<file path="config.mk">
export PLATFORM = sky130hd
export DESIGN_NAME = dac_write_sequencer
export DESIGN_NICKNAME = d
export VERILOG_FILES = /design/src/rtl/dac_write_sequencer.sv
export SDC_FILE = /design/constraint.sdc
export NUM_CORES = 1
export LEC_CHECK = 0
export CAP_MARGIN = 10
export CORE_ASPECT_RATIO = 2
export CORE_MARGIN = 1
export CORE_UTILIZATION = 40
export DETAILED_ROUTE_END_ITERATION = 8
export MAX_ROUTING_LAYER = met4
export PLACE_DENSITY_LB_ADDON = 0.25
export SLEW_MARGIN = 40
export SYNTH_ARGS = -nofsm -noshare
export SYNTH_HDL_FRONTEND = slang
export SYNTH_SLANG_ARGS = --single-unit
</file>
<file path="constraint.sdc">
create_clock -name CLOCK_50 -period 3.7 [get_ports CLOCK_50]
set_input_delay 0.74 -clock CLOCK_50 [delete_from_list [all_inputs] [get_ports CLOCK_50]]
set_output_delay 0.74 -clock CLOCK_50 [all_outputs]
set_load 0.01 [all_outputs]
</file>
<file path="src/rtl/dac_write_sequencer.sv">
// Takes DAC control words from the 200 MHz loop domain over a toggle handshake and writes them
// to the tuning DAC as slew-limited two-byte MSB-first SPI transfers with a settle gap.
module dac_write_sequencer #(
  parameter logic [15:0] RESET_CODE     = 16'h9E23,
  parameter logic [15:0] MAX_STEP       = 16'd4096,
  parameter int unsigned SETTLE_CYCLES  = 50,
  parameter int unsigned TIMEOUT_CYCLES = 2000
) (
  input  logic        CLOCK_50,
  input  logic        reset,
  input  logic        i_req_tgl,
  input  logic [15:0] i_code,
  output logic        o_ack_tgl,
  output logic [7:0]  o_spi_byte,
  output logic        o_spi_dv,
  input  logic        i_spi_ready,
  output logic [15:0] o_dac_code,
  output logic        o_busy,
  output logic [15:0] o_write_cnt,
  output logic [7:0]  o_overrun_cnt,
  output logic        o_fault
);

  typedef enum logic [2:0] {
    StIdle,
    StSendMsb,
    StWaitMsb,
    StSendLsb,
    StWaitLsb,
    StSettle
  } state_e;

  localparam logic [15:0] SettleLast = 16'(SETTLE_CYCLES - 1);
  localparam logic [15:0] TimeoutLim = 16'(TIMEOUT_CYCLES);

  state_e      state_q;
  logic        sync1_q, sync2_q, sync3_q;
  logic        req_evt;
  logic        pending_q;
  logic [15:0] target_q;
  logic [15:0] next_q;
  logic [15:0] timer_q;
  logic [15:0] slew;
  logic        consume;
  logic        is_wait;
  logic        xfer_go;

  always_ff @(posedge CLOCK_50) begin
    if (!reset) begin
      sync1_q <= 1'b0;
      sync2_q <= 1'b0;
      sync3_q <= 1'b0;
    end else begin
      sync1_q <= i_req_tgl;
      sync2_q <= sync1_q;
      sync3_q <= sync2_q;
    end
  end

  assign req_evt = sync2_q ^ sync3_q;
  assign consume = (state_q == StIdle) && (pending_q || (target_q != o_dac_code));
  assign is_wait = (state_q == StWaitMsb) || (state_q == StWaitLsb);
  // The first WAIT cycle still sees the master's ready from before it took the byte.
  assign xfer_go = i_spi_ready && (!is_wait || (timer_q != 16'd0));
  assign o_busy  = (state_q != StIdle);

  // Unsigned distance is checked before stepping, so the step never wraps past 0 or 16'hFFFF.
  always_comb begin
    slew = target_q;
    if (target_q > o_dac_code) begin
      if ((target_q - o_dac_code) > MAX_STEP) slew = o_dac_code + MAX_STEP;
    end else if ((o_dac_code - target_q) > MAX_STEP) begin
      slew = o_dac_code - MAX_STEP;
    end
  end

  always_ff @(posedge CLOCK_50) begin
    if (!reset) begin
      state_q       <= StIdle;
      pending_q     <= 1'b0;
      target_q      <= RESET_CODE;
      next_q        <= RESET_CODE;
      timer_q       <= '0;
      o_ack_tgl     <= 1'b0;
      o_spi_byte    <= '0;
      o_spi_dv      <= 1'b0;
      o_dac_code    <= RESET_CODE;
      o_write_cnt   <= '0;
      o_overrun_cnt <= '0;
      o_fault       <= 1'b0;
    end else begin
      o_spi_dv <= 1'b0;

      unique case (state_q)
        StIdle: begin
          timer_q <= '0;
          if (consume) begin
            next_q    <= slew;
            pending_q <= 1'b0;
            state_q   <= StSendMsb;
          end
        end
        StSendMsb, StWaitMsb, StSendLsb, StWaitLsb: begin
          if (xfer_go) begin
            timer_q <= '0;
            unique case (state_q)
              StSendMsb: begin
                o_spi_byte <= next_q[15:8];
                o_spi_dv   <= 1'b1;
                state_q    <= StWaitMsb;
              end
              StWaitMsb: state_q <= StSendLsb;
              StSendLsb: begin
                o_spi_byte <= next_q[7:0];
                o_spi_dv   <= 1'b1;
                state_q    <= StWaitLsb;
              end
              default: begin
                o_dac_code  <= next_q;
                o_write_cnt <= o_write_cnt + 16'd1;
                state_q     <= StSettle;
              end
            endcase
          end else if (timer_q >= TimeoutLim) begin
            // Target is left alone so IDLE retries the same step.
            o_fault <= 1'b1;
            timer_q <= '0;
            state_q <= StIdle;
          end else begin
            timer_q <= timer_q + 16'd1;
          end
        end
        StSettle: begin
          if (timer_q >= SettleLast) begin
            timer_q <= '0;
            state_q <= StIdle;
          end else begin
            timer_q <= timer_q + 16'd1;
          end
        end
        default: state_q <= StIdle;
      endcase

      // Placed after the FSM so a new word arriving as IDLE consumes keeps pending set.
      if (req_evt) begin
        target_q  <= i_code;
        pending_q <= 1'b1;
        o_ack_tgl <= sync2_q;
        if (pending_q && !consume && (o_overrun_cnt != 8'hFF)) begin
          o_overrun_cnt <= o_overrun_cnt + 8'd1;
        end
      end
    end
  end

endmodule

</file>
==> impl_metrics.env <==
export IMPL_ant_nets=0
export IMPL_cp_startpoint="o_dac_code[4]"
export IMPL_r2r_start="o_dac_code[4]"
export IMPL_cp_arrival_ns=3.91
export IMPL_yosys_top_cells_area="dfxtp_1 (33%), ha_1 (7.4%), nand2_1 (5.6%)"
export IMPL_grt_pass1_wl_mm=30.6
export IMPL_hold_path_end="sync2_q"
export IMPL_r2r_end="next_q[0]"
export IMPL_power_switching_uw=1110
export IMPL_core_area_um2=15800
export IMPL_gr_usage_all_layers=0.244
export IMPL_placement_io_buffers=71
export IMPL_drt_pass1_iter_count=4
export IMPL_reg2reg_depth=13
export IMPL_clk_pin_slew_ns=0.08
export IMPL_outcome="finished clean"
export IMPL_seqPwrFrac=0.405
export IMPL_layout_setup_ws_ns=0.0923
export IMPL_vias_per_cell=5.56
export IMPL_peakVddDrop_mv=0.211
export IMPL_vias=5943
export IMPL_numCtsBuffers=9
export IMPL_synth_edf_count=0
export IMPL_fin_nets=921
export IMPL_path_max_fanout=15
export IMPL_cp_required_ns=4.00
export IMPL_cp_end_kind="flip-flop"
export IMPL_dpl_instance_area_um2=7560
export IMPL_syn_area_per_cell_um2=8.14
export IMPL_fmax_mhz=277
export IMPL_start_util=0.408
export IMPL_cts_path_max_buffers=2
export IMPL_place_hpwl_mm=14.7
export IMPL_slew_viol_final=0
export IMPL_syn_num_nets=849
export IMPL_min_from="sync1_q"
export IMPL_num_antenna_cells=0
export IMPL_synth_most_common_cell="dfxtp_1"
export IMPL_hold_viol_final=0
export IMPL_setup_viol_count_final=0
export IMPL_cts_tree="done"
export IMPL_wirelength_mm=19.4
export IMPL_ctsRootBufferMaster="clkbuf_16"
export IMPL_leakage_uw=0.00329
export IMPL_rows=65
export IMPL_slowest_stage="ha_1"
export IMPL_ys_seq_elements=106
export IMPL_p_sw_frac=0.343
export IMPL_ys_async_sr_fraction=0
export IMPL_cellPowerDensity_nw_per_um2=412
export IMPL_cts_sinks=106
export IMPL_dp_slack_ns=0.0711
export IMPL_yosys_area_top_type="dfxtp_1"
export IMPL_final_area_um2=7870
export IMPL_die_h_um=181
export IMPL_synth_top_area_frac=0.330
export IMPL_wire_per_inst_um=18.1
export IMPL_hold_depth=1
export IMPL_internal_power_uw=2120
export IMPL_grt_max_degree=107
export IMPL_crit_path_start_kind="flip-flop"
export IMPL_place_gp_congestion=0.981
export IMPL_yosysSeqAreaShare=0.330
export IMPL_ys_top_cells_by_count="dfxtp_1 (106), nand2_1 (96), o21ai_0 (50)"
export IMPL_max_cap_viol_count=0
export IMPL_slowest_delay_ns=0.48
export IMPL_grt_overflow=0
export IMPL_drcViolationCount=0
export IMPL_r2r_slack_ns=0.09
export IMPL_worst_slew_pin_slew_ns=0.684
export IMPL_clock_latency_ns=0.35
export IMPL_ys_warn_count=0
export IMPL_critical_path_class="flip-flop to flip-flop"
export IMPL_critical_path_buf_inv_count=3
export IMPL_synthCells=790
export IMPL_htree_num_levels=3
export IMPL_grt_pass1_vias=5893
export IMPL_cts_hold_fix_buffers=0
export IMPL_pwr_share_comb=0.292
export IMPL_grt_antenna_before_repair=0
export IMPL_hold_class="flip-flop to flip-flop"
export IMPL_ios=72
export IMPL_design_die_area_um2=16600
export IMPL_synth_flop_cell="dfxtp_1"
export IMPL_finalCritPeriodShare=0.975
export IMPL_layout_area_overhead_vs_synth_pct=22.3
export IMPL_syn_cell_area_um2=6430
export IMPL_path_delay_family="compound AO/OA/AOI/OAI gates"
export IMPL_finalCriticalPeriod_ns=3.61
export IMPL_dr_first_iter_drc_count=359
export IMPL_synth_cell_types=70
export IMPL_drive_gt1_frac=0.0865
export IMPL_clock_skew_final_ns=0.00854
export IMPL_cp_cell_sequence="inv_1 -> ha_1 -> and3_1 -> o21ai_1 -> a31oi_1 -> a211oi_1 -> buf_4 -> mux2i_1 -> o221ai_1 -> or3_1 -> buf_12 -> a21oi_1 -> o32a_1"
export IMPL_clock_power_share=0.303
export IMPL_die_w_um=91.7
export IMPL_slew_headroom=0.544
## power groups by stage
stage               clock [uW]  combinational [uW]  sequential (uW)
floorplan                    0                 620             1300
global placement             0                 928             1330
detailed placement           0                 931             1340
CTS                        996                 939             1310
global route              1040                1020             1320
finish                     981                 944             1310
## cell type report
cell class                      instances  area [um^2]
Sequential cell                       106         2120
Timing Repair Buffer                  110         1050
Fill cell                            1586         7910
Clock buffer                           10          239
Multi-Input combinational cell        588         3970
Inverter                               47          176
Clock inverter                          6         57.6
Tap cell                              201          251
## logic make-up after synthesis
logic type / Yosys count / share of synthesized area
compound gates: 211 / 0.224
fa+ha+maj: 40 / 0.0786
xor+xnor: 38 / 0.0517
buf+inv: 96 / 0.0615
simple gates: 288 / 0.237
mux: 11 / 0.0171
flops: 106 / 0.330
## stage by stage
stage                TNS, ns  hold WS [ns]  cells  total power [uW]  utilization
finish                     0         0.437   1068              3240        0.498
detailed placement         0         0.422   1052              2270        0.479
global placement           0         0.418   1052              2260        0.478
floorplan                  0         0.412    790              1920            -
CTS                        0         0.439   1068              3240        0.498
global route        -0.00196         0.456   1068              3380        0.498
## worst reg2reg max path, cell delays in order (launching register included)
cell and delay, ns:
dfxtp_1 0.41, inv_1 0.06, ha_1 0.48, and3_1 0.29, o21ai_1 0.17, a31oi_1 0.15
a211oi_1 0.42, buf_4 0.19, mux2i_1 0.24, o221ai_1 0.25, or3_1 0.41, buf_12 0.17
a21oi_1 0.15, o32a_1 0.16
## layer usage
| layer | global-route usage | share of wire | vias up |
|---|---|---|---|
| met2 | 0.451 | 0.54 | 132 |
| met5 | - | 0 | - |
| met4 | 0.159 | 0.058 | 0 |
| met3 | 0.0257 | 0.025 | 59 |
| met1 | 0.234 | 0.37 | 2814 |
| li1 | - | - | 2938 |
## worst max-delay path by stage
stage,to,cells after the start
5_1_grt,next_q[0],13
6_report,next_q[0],13
2_1_floorplan,next_q[14],13
3_5_place_dp,next_q[9],13
3_3_place_gp,next_q[0],13
4_1_cts,next_q[9],13
## layout by cell type, fill, tap and decap left out, types with 9 or more instances in the layout
master and instances:
nand3_1 34, dfxtp_1 106, mux2i_1 11, nor2b_1 12, o211ai_1 20, buf_4 35
o211a_1 11, xor2_1 12, a21boi_0 25, clkdlybuf4s50_1 70, or3_1 10, and3_1 19
clkbuf_16 9, and2_1 30, inv_1 47, a21o_1 10, nand2b_1 13, o21ai_0 49
nor3_1 11, a21oi_1 38, nand2_1 96, a31oi_1 13, nor2_1 20, xnor2_1 24
ha_1 38
## sequential cells by signal, indices dropped and copies added (netlist names)
| name | flops |
|---|---|
| timer_q | 16 |
| next_q | 16 |
| state_q | 3 |
| sync1_q | 1 |
| sync3_q | 1 |
| o_overrun_cnt | 8 |
| o_dac_code | 16 |
| o_write_cnt | 16 |
| sync2_q | 1 |
| pending_q | 1 |
| o_spi_dv | 1 |
| target_q | 16 |
| o_ack_tgl | 1 |
| o_fault | 1 |
| o_spi_byte | 8 |
## repair_timing
item                       4_1_cts  5_1_grt
setup endpoints to repair        0       15
setup buffers                    0        0
gates resized for setup          0        2
(Power assumes the default switching activity.)
